`src/rtl/seq_divider.sv`:
```
// Sequential unsigned restoring divider.
// One quotient bit is produced per clock, MSB of the dividend first.
// A zero divisor skips the iteration and reports div_by_zero together with
// done on the accepting edge.
module seq_divider #(
  parameter int WIDTH = 4
) (
  input  logic             clk,
  input  logic             rst_n,
  input  logic             start,
  input  logic [WIDTH-1:0] A,
  input  logic [WIDTH-1:0] B,
  output logic             busy,
  output logic             done,
  output logic [WIDTH-1:0] Q,
  output logic [WIDTH-1:0] R,
  output logic             div_by_zero
);

  // The partial remainder carries one extra bit so the shifted value can be
  // compared against the divisor without losing its top bit.
  localparam int RW   = WIDTH + 1;
  localparam int CNTW = (WIDTH > 1) ? $clog2(WIDTH) : 1;
  localparam logic [CNTW-1:0] LAST_STEP = CNTW'(WIDTH - 1);

  typedef enum logic [1:0] {
    IDLE,
    CALC,
    DONE
  } state_t;

  state_t           state_q,    state_d;
  logic [WIDTH-1:0] dividend_q, dividend_d;
  logic [WIDTH-1:0] divisor_q,  divisor_d;
  logic [RW-1:0]    partRem_q,  partRem_d;
  logic [WIDTH-1:0] quot_q,     quot_d;
  logic [CNTW-1:0]  stepCnt_q,  stepCnt_d;
  logic [WIDTH-1:0] resQ_q,     resQ_d;
  logic [WIDTH-1:0] resR_q,     resR_d;
  logic             dbz_q,      dbz_d;
  logic             done_q,     done_d;

  logic [RW-1:0]    remShift;
  logic [RW-1:0]    remStep;
  logic [WIDTH-1:0] quotStep;
  logic             qBit;

  // One restoring step: bring in the next dividend bit, subtract the
  // divisor when it fits, and record the outcome as the next quotient bit.
  always_comb begin
    remShift = (partRem_q << 1) | RW'(dividend_q[WIDTH-1]);
    qBit     = (remShift >= {1'b0, divisor_q});
    remStep  = qBit ? (remShift - {1'b0, divisor_q}) : remShift;
    quotStep = (quot_q << 1) | WIDTH'(qBit);
  end

  // Next-state and datapath control; everything holds unless a state says otherwise.
  always_comb begin
    state_d    = state_q;
    dividend_d = dividend_q;
    divisor_d  = divisor_q;
    partRem_d  = partRem_q;
    quot_d     = quot_q;
    stepCnt_d  = stepCnt_q;
    resQ_d     = resQ_q;
    resR_d     = resR_q;
    dbz_d      = dbz_q;
    done_d     = 1'b0;

    case (state_q)
      IDLE, DONE: begin
        state_d = IDLE;
        if (start) begin
          dividend_d = A;
          divisor_d  = B;
          partRem_d  = '0;
          quot_d     = '0;
          stepCnt_d  = '0;
          dbz_d      = 1'b0;
          if (B == '0) begin
            state_d = DONE;
            resQ_d  = '1;
            resR_d  = A;
            dbz_d   = 1'b1;
            done_d  = 1'b1;
          end else begin
            state_d = CALC;
          end
        end
      end

      CALC: begin
        dividend_d = dividend_q << 1;
        partRem_d  = remStep;
        quot_d     = quotStep;
        stepCnt_d  = stepCnt_q + 1'b1;
        if (stepCnt_q == LAST_STEP) begin
          state_d = DONE;
          resQ_d  = quotStep;
          resR_d  = remStep[WIDTH-1:0];
          done_d  = 1'b1;
        end
      end

      default: begin
        state_d = IDLE;
      end
    endcase
  end

  // State and datapath registers; reset clears everything without a clock.
  always_ff @(posedge clk or negedge rst_n) begin
    if (!rst_n) begin
      state_q    <= IDLE;
      dividend_q <= '0;
      divisor_q  <= '0;
      partRem_q  <= '0;
      quot_q     <= '0;
      stepCnt_q  <= '0;
      resQ_q     <= '0;
      resR_q     <= '0;
      dbz_q      <= 1'b0;
      done_q     <= 1'b0;
    end else begin
      state_q    <= state_d;
      dividend_q <= dividend_d;
      divisor_q  <= divisor_d;
      partRem_q  <= partRem_d;
      quot_q     <= quot_d;
      stepCnt_q  <= stepCnt_d;
      resQ_q     <= resQ_d;
      resR_q     <= resR_d;
      dbz_q      <= dbz_d;
      done_q     <= done_d;
    end
  end

  assign busy        = (state_q == CALC);
  assign done        = done_q;
  assign Q           = resQ_q;
  assign R           = resR_q;
  assign div_by_zero = dbz_q;

endmodule

```
`config.mk`:
```
export PLATFORM = sky130hd
export DESIGN_NAME = seq_divider
export DESIGN_NICKNAME = d
export VERILOG_FILES = /design/src/rtl/seq_divider.sv
export SDC_FILE = /design/constraint.sdc
export NUM_CORES = 1
export LEC_CHECK = 0
export BUFFER_PORTS_ARGS = -buffer_cell sky130_fd_sc_hd__clkbuf_2
export CORE_MARGIN = 2
export CORE_UTILIZATION = 55
export DETAILED_ROUTE_END_ITERATION = 6
export MAX_ROUTING_LAYER = met4
export PLACE_DENSITY = 0.89
export SKIP_CTS_REPAIR_TIMING = 1
export SLEW_MARGIN = 20
export SYNTH_ARGS = -nofsm -noshare
export SYNTH_HDL_FRONTEND = slang
export SYNTH_SLANG_ARGS = --single-unit
export TNS_END_PERCENT = 20
```
`constraint.sdc`:
```
create_clock -name clk -period 1.95 [get_ports clk]
set_input_delay 0.39 -clock clk [delete_from_list [all_inputs] [get_ports clk]]
set_output_delay 0.39 -clock clk [all_outputs]
set_load 0.05 [all_outputs]
```
==> out/results.ini, run 1 <==
[global_routing]
grt_start_max_net_pins = 30
grt_pass1_wl_um = 5437
grt_pass1_vias = 1171
grt-ovfl-total = 0
antenna_found_initial = 0
gr-usage-all-layers_pct = 23.56

[critical_path]
crit_fanout = 17
start_kind = flop
reg2reg_slack_ns = 0.10
worst_path_max_delay_cell = dfrtp_1
worstPathCellList = nand2b_2 -> inv_2 -> clkbuf_4
endpoint_kind = output pin
critPathKind = flop to output pin
slowest_delay_ns = 0.37
critPathBufInv = 2
crit_family = buffers and inverters
required_ns = 1.56
cp.arrival_ns = 1.47

[cells_and_area]
drive_gt1_share_pct = 22.49
num-nets-final = 185
layout_common_cells = dfrtp_1 (29), nand2_1 (21), clkbuf_2 (20), o21ai_0 (16)
fillers = 215
seq_area_um2 = 725.7
multi_input_area_um2 = 660.6
diodes = 0
stdcell_count = 199
syn2layout_area_growth_pct = 11.93
layout_commonest_cell = dfrtp_1

[yosys]
async_reset_ff_share_pct = 100.0
yosysTopAreaCell = dfrtp_1
syn_inst = 144
ys_types = 42
syn_area_per_cell_um2 = 10.05
synth_seq_cells = 29
syn_nets = 161
synth_top_area_share_pct = 50.13
synth_top_flop_cell = dfrtp_1
synthTopCellsByArea = dfrtp_1 (50%), o21ai_0 (5.5%), nand2_1 (5.4%)
netlist_area_mm2 = 0.001448
yosysWarnings = 0
yosysSeqAreaShare_pct = 50.13
synth_edf_count = 0

[status]
status = finished clean

[placed_design]
pre_cts_slack_ns = 0.1585
dp_hpwl_um = 2318
gp_congestion = 0.9243
place_inst = 191
io_buffers = 21

[drt]
dr.pass1.iters = 4
routed_wl_um = 3140
drt_iter0_markers = 36
ant_nets = 0
wl_per_cell_um = 15.78
num_vias = 1179
via_per_inst = 5.925
drc = 0

[timing]
rsz0062_at_grt = no
fin_tns_setup_ns = 0
relSlewSlack_pct = 53.17
final-hold-violation-count = 0
finalCriticalPeriod_ns = 1.862
skew_ns = 0.01356
fmax_mhz = 537.1
finalSetupViolations = 0
slew_viol_final = 0
post-route-period-util_pct = 95.48
worst_slack_ns = 0.08809
tightest_slew_ns = 0.7024

[min_path]
min_path_type = input port to asynchronous set/reset pin

[floorplan]
dieArea_mm2 = 0.003059
ioPinCount = 22
initial_core_util_pct = 58.43
fp-row-count = 18
coreArea_mm2 = 0.002477
die_h_um = 55.31
die_x_um = 55.31

[clock_network]
clock_latency_ns = 0.34
clock_sinks = 29
htreeDepth = 2
clockBufferDepth = 2
clockRootBuffer = clkbuf_4
cts_made_buffers = 5
cts.clk_slew.worst_paths_ns = 0.10
cts_tree = done

[job]
maxCapViolations = 0

synth_stat cells, types with 2 or more instances:
library cell  instances
dfrtp_1              29
nand2_1              21
o21ai_0              16
inv_1                 7
nor2_1                7
ha_1                  5
nor3_1                5
buf_2                 4
nand3_1               4
a31oi_1               3
a32o_1                3
or3_1                 3
a21oi_1               2
a22o_1                2
a22oi_1               2
and2_1                2
nand3b_1              2
nor2b_1               2
o31ai_1               2
kinds of logic after synthesis:
| group | count (synthesis) | synth area share (%) |
|---|---|---|
| simple gates | 55 | 20.40 |
| compound gates | 39 | 18.15 |
| flops | 29 | 50.13 |
| buf+inv | 13 | 4.235 |
| fa+ha+maj | 6 | 5.704 |
| xor+xnor | 1 | 0.6051 |
| mux | 1 | 0.7778 |
layout make-up:
| class | count | area share (%) |
|---|---|---|
| Timing Repair Buffer | 22 | 7.104 |
| Sequential cell | 29 | 44.79 |
| Clock buffer | 6 | 2.548 |
| Clock inverter | 2 | 0.6178 |
| Inverter | 8 | 1.853 |
| Tap cell | 30 | 2.317 |
| Multi-Input combinational cell | 102 | 40.77 |
final timing paths:
path / start / endpoint / cells past startpoint
max: state_q[1] / busy / 3
min: rst_n / R[1] / 1
max reg2reg: divisor_q[1] / partRem_q[1] / 6
min reg2reg: stepCnt_q[0] / stepCnt_q[0] / 1
max in group asynchronous: rst_n / R[3] / 1
min in group clk: A[1] / dividend_q[1] / 3
worst reg2reg max path, stage by stage (launching register included):
cell     delay, ns
dfrtp_1       0.39
inv_1         0.08
ha_1          0.32
inv_1         0.07
o21ai_0       0.47
nand3_1       0.15
a32o_1        0.26
flip-flops by register name, indices dropped and copies added, names as in the netlist:
| name | count |
|---|---|
| Q | 4 |
| R | 4 |
| div_by_zero | 1 |
| dividend_q | 4 |
| divisor_q | 4 |
| done | 1 |
| partRem_q | 4 |
| quot_q | 3 |
| state_q | 2 |
| stepCnt_q | 2 |
through the flow:
| step | utilization (%) | area [µm²] | hold WS (ns) |
|---|---|---|---|
| final | 65.40 | 1620 | 0.08160 |
| after global routing | 65.40 | 1620 | 0.1314 |
| after CTS | 65.30 | 1618 | 0.1087 |
| after detailed placement | 63.23 | 1567 | 0.4773 |
| after global placement | 63.23 | 1567 | 0.4582 |
| after floorplan | - | 1448 | 0.09441 |
metal layers:
metal / track usage (%) / routed length, µm / part of all wire, % / vias to the layer above
li1: - / - / - / 562
met5: - / 0 / 0 / -
met4: 8.014 / 48 / 1.5 / 0
met2: 35.88 / 1560 / 50 / 40
met3: 7.963 / 202 / 6.4 / 8
met1: 29.60 / 1327 / 42 / 569
Power of run 1 is left out: the tool's default activity adds up to more than one toggle a clock period on the data nets, which glitch-free logic cannot reach.
==> run 2: changes to the inputs <==
--- a/config.mk
+++ b/config.mk
@@ -11,6 +11,7 @@
 export DETAILED_ROUTE_END_ITERATION = 6
 export MAX_ROUTING_LAYER = met4
 export PLACE_DENSITY = 0.89
+export REMOVE_ABC_BUFFERS = 1
 export SKIP_CTS_REPAIR_TIMING = 1
 export SLEW_MARGIN = 20
 export SYNTH_ARGS = -nofsm -noshare
==> run 2 against run 1 <==
Net effect:
- clock skew shrank 0.0069 ns
- global-route usage shrank 0.47 points
- cell count is the same
- core utilization grew 0.76 points
- sequential share of layout area shrank 0.51 points
- wire length shrank 3.3%
- first-iteration DRC count grew 11%
- non-clock buffer count is the same
- critical path type unchanged
==> out/results.ini, run 2 (same netlist as run 1, synthesis figures left out) <==
[global_routing]
grt_pass1_vias = 1185  ; +1.2%
gr-usage-all-layers_pct = 23.09  ; -0.47 points
grt-ovfl-total = 0  ; unchanged
grt_start_max_net_pins = 30  ; unchanged
grt_pass1_wl_um = 5333  ; -1.9%
antenna_found_initial = 0  ; unchanged

[floorplan]
die_x_um = 55.31  ; unchanged
ioPinCount = 22  ; unchanged
initial_core_util_pct = 58.43  ; unchanged
coreArea_mm2 = 0.002477  ; unchanged
fp-row-count = 18  ; unchanged
die_h_um = 55.31  ; unchanged
dieArea_mm2 = 0.003059  ; unchanged

[cells_and_area]
multi_input_area_um2 = 660.6  ; unchanged
drive_gt1_share_pct = 23.08  ; +0.59 points
layout_common_cells = dfrtp_1 (29), nand2_1 (21), clkbuf_2 (20), o21ai_0 (16)
layout_commonest_cell = dfrtp_1
num-nets-final = 185  ; unchanged
final_area_mm2 = 0.001639  ; +1.2%
syn2layout_area_growth_pct = 13.22
seq_area_um2 = 725.7  ; unchanged
diodes = 0  ; unchanged
fillers = 197  ; -8.4%

[status]
status = finished clean

[timing]
slew_viol_final = 0  ; unchanged
rsz0062_at_grt = no
fin_tns_setup_ns = 0  ; unchanged
skew_ns = 0.006620  ; -0.006938 ns
finalCriticalPeriod_ns = 1.856  ; -0.005684 ns
finalSetupViolations = 0  ; unchanged
final-hold-violation-count = 0  ; unchanged
relSlewSlack_pct = 52.24  ; -0.93 points
tightest_slew_ns = 0.7164  ; +0.01395 ns
fmax_mhz = 538.7  ; +0.31%
post-route-period-util_pct = 95.19  ; -0.29 points

[drt]
drt_iter0_markers = 40  ; +11%
ant_nets = 0  ; unchanged
via_per_inst = 6.055  ; +2.2%
wl_per_cell_um = 15.25  ; -3.3%
num_vias = 1205  ; +2.2%
routed_wl_um = 3035  ; -3.3%
drc = 0  ; unchanged
dr.pass1.iters = 5  ; +1

[clock_network]
cts_tree = done
htreeDepth = 2  ; unchanged
clockBufferDepth = 2  ; unchanged
clock_sinks = 29  ; unchanged
cts_made_buffers = 5  ; unchanged
clock_latency_ns = 0.33  ; about the same
cts.clk_slew.worst_paths_ns = 0.09  ; about the same
clockRootBuffer = clkbuf_4

[critical_path]
start_kind = flop
crit_fanout = 17  ; unchanged
critPathKind = flop to output pin
rr_startpoint = partRem_q[0]
cp.arrival_ns = 1.47  ; about the same
endpoint_kind = output pin
worst_setup_path_startpoint = state_q[1]
required_ns = 1.56  ; about the same

[placed_design]
dp_hpwl_um = 2203  ; -5.0%
postPlaceCellArea_mm2 = 0.001567  ; unchanged
gp_congestion = 0.9326  ; +0.90%
io_buffers = 21  ; unchanged

[min_path]
min_path_type = input port to asynchronous set/reset pin

[job]
maxCapViolations = 0  ; unchanged

run 2: final timing paths:
check | endpoint | slack [ns] | cells past startpoint
max | busy | 0.09 | 3
min in group clk | dividend_q[3] | 0.30 | 2
min | divisor_q[3] | 0.09 | 1
max in group asynchronous | dividend_q[3] | 1.40 | 1
max reg2reg | partRem_q[1] | 0.16 | 5
min reg2reg | dividend_q[1] | 0.49 | 2
run 2: metal layers:
metal	vias up	share of wire, %	GRT usage (%)	routed length [µm]
met4	0	2.8	11.15	84
li1	570	-	-	-
met2	40	49	33.50	1472
met3	12	4.8	7.260	147
met1	583	44	29.34	1331
met5	-	0	-	0
run 2: area by class of cell:
class                           instances  area share [%]
Timing Repair Buffer                   22           7.023
Sequential cell                        29           44.27
Clock buffer                            7           3.969
Inverter                                8           1.832
Multi-Input combinational cell        102           40.31
Tap cell                               30           2.290
Clock inverter                          1          0.3053
run 2: metrics by stage:
step	setup WS, ns	hold WS [ns]	utilization (%)	cells
after floorplan	0.1957	0.09441	-	139
after global placement	0.2329	0.4594	63.23	191
after detailed placement	0.1914	0.4732	63.23	191
after CTS	0.05055	0.1105	66.06	199
after global routing	0.001395	0.1328	66.16	199
final	0.09377	0.09321	66.16	199
run 2: worst max-delay path, cell delays in order (launching register included):
cell and delay [ns]:
dfrtp_1 0.36, nand2b_2 0.21, inv_2 0.26, clkbuf_4 0.31
Power of run 2 is left out for the same reason.
==> run 3: changes to the inputs <==
--- a/config.mk
+++ b/config.mk
@@ -7,10 +7,10 @@
 export LEC_CHECK = 0
 export BUFFER_PORTS_ARGS = -buffer_cell sky130_fd_sc_hd__clkbuf_2
 export CORE_MARGIN = 2
-export CORE_UTILIZATION = 55
+export CORE_UTILIZATION = 58
 export DETAILED_ROUTE_END_ITERATION = 6
 export MAX_ROUTING_LAYER = met4
-export PLACE_DENSITY = 0.89
+export PLACE_DENSITY = 0.92
 export REMOVE_ABC_BUFFERS = 1
 export SKIP_CTS_REPAIR_TIMING = 1
 export SLEW_MARGIN = 20
==> constraint.sdc (replaced) <==
create_clock -name clk -period 2.3 [get_ports clk]
set_input_delay 0.46 -clock clk [delete_from_list [all_inputs] [get_ports clk]]
set_output_delay 0.46 -clock clk [all_outputs]
set_load 0.05 [all_outputs]
==> run 3 against run 2 <==
Net effect:
- first-iteration DRC count is 5.0% lower
- via count is 1.0% higher
- register-to-register slack better by 0.23 ns
- non-clock buffer count stayed put
- flip-flop and latch count stayed put
- hold slack better by 0.057 ns
- die area is 4.8% lower
- wire length is 6.7% higher
- cell count stayed put
==> out/results.ini, run 3 (same netlist as run 1, synthesis figures left out) <==
[status]
status = finished clean

[critical_path]
required_ns = 1.84  ; +0.28 ns
endpoint_kind = output pin
worst_r2r_endpoint = R[1]
rr_startpoint = dividend_q[3]
start_kind = flop
critPathKind = flop to output pin
crit_fanout = 17  ; unchanged
reg2reg_slack_ns = 0.39  ; +0.23 ns
cp.arrival_ns = 1.51  ; +0.04 ns
r2r_cells = 5  ; unchanged

[timing]
finalSetupViolations = 0  ; unchanged
fmax_mhz = 507.5
tightest_slew_ns = 0.7041  ; -0.01224 ns
skew_ns = 0.007956  ; +0.001336 ns
post-route-period-util_pct = 85.67
rsz0062_at_grt = no
slew_viol_final = 0  ; unchanged
final-hold-violation-count = 0  ; unchanged
timing.hold.ws_ns = 0.1503  ; +0.05705 ns
finalCriticalPeriod_ns = 1.970
relSlewSlack_pct = 53.06  ; +0.82 points
fin_tns_setup_ns = 0  ; unchanged

[clock_network]
clockBufferDepth = 2  ; unchanged
cts_tree = done
cts.clk_slew.worst_paths_ns = 0.09  ; about the same
htreeDepth = 2  ; unchanged
clock_sinks = 29  ; unchanged
clock_latency_ns = 0.34  ; about the same
clockRootBuffer = clkbuf_4
cts_made_buffers = 5  ; unchanged

[drt]
ant_nets = 0  ; unchanged
routed_wl_um = 3238  ; +6.7%
wl_per_cell_um = 16.27  ; +6.7%
num_vias = 1217  ; +1.0%
dr.pass1.iters = 5  ; unchanged
drc = 0  ; unchanged
drt_iter0_markers = 38  ; -5.0%
via_per_inst = 6.116  ; +1.0%

[cells_and_area]
drive_gt1_share_pct = 22.49  ; -0.59 points
final_area_mm2 = 0.001652  ; +0.76%
utilization_pct = 68.54  ; +2.4 points
num-nets-final = 185  ; unchanged
diodes = 0  ; unchanged
syn2layout_area_growth_pct = 14.09
layout_common_cells = dfrtp_1 (29), nand2_1 (21), clkbuf_2 (21), o21ai_0 (16)
layout_commonest_cell = dfrtp_1

[floorplan]
die_h_um = 53.96  ; -2.4%
fp-row-count = 18  ; unchanged
coreArea_mm2 = 0.002410  ; -2.7%
initial_core_util_pct = 60.07  ; +1.6 points
die_x_um = 53.96  ; -2.4%
ioPinCount = 22  ; unchanged
dieArea_mm2 = 0.002912  ; -4.8%

[global_routing]
grt_pass1_vias = 1135  ; -4.2%
grt_start_max_net_pins = 30  ; unchanged
gr-usage-all-layers_pct = 26.53  ; +3.4 points
grt_pass1_wl_um = 5181  ; -2.9%
antenna_found_initial = 0  ; unchanged
grt-ovfl-total = 0  ; unchanged

[min_path]
min_path_type = input port to asynchronous set/reset pin

[placed_design]
postPlaceCellArea_mm2 = 0.001567  ; unchanged
dp_hpwl_um = 2244  ; +1.8%
io_buffers = 21  ; unchanged
gp_congestion = 0.8761  ; -6.1%

[job]
maxCapViolations = 0  ; unchanged

run 3: worst max-delay path: stages, from the launching register on:
cell and delay [ns]:
dfrtp_1 0.37, nand2b_2 0.21, inv_2 0.25, clkbuf_2 0.34
run 3: worst max-delay path by stage:
stage / end / cells past startpoint / slack [ns] / start
floorplan: R[2] / 4 / 0.48 / start
global placement: R[1] / 5 / 0.59 / dividend_q[3]
detailed placement: R[1] / 5 / 0.55 / dividend_q[3]
CTS: busy / 3 / 0.34 / state_q[1]
global route: busy / 3 / 0.27 / state_q[1]
finish: busy / 3 / 0.33 / state_q[1]
run 3: routing by layer:
layer  routed length (µm)  global-route usage, %  part of all wire [%]  up-vias
met2                 1572                  38.21                    49       50
met3                  228                  6.944                   7.0        7
met4                   68                  13.68                   2.1        0
met1                 1368                  34.22                    42      596
met5                    0                      -                     0        -
li1                     -                      -                     -      564
run 3: through the flow:
step	cells	setup slack, ns
finish	199	0.3296
global route	199	0.2671
CTS	199	0.3389
detailed placement	191	0.5480
global placement	191	0.5854
floorplan	139	0.4757
run 3: final cells by class:
class,count,area (µm²)
tap,30,37.54
fill,191,758.2
multi-input combinational,102,660.6
clock inverter,1,30.03
sequential,29,725.7
inverter,8,30.03
clock buffer,7,55.05
timing repair buffer,22,112.6
Power of run 3 is left out for the same reason.
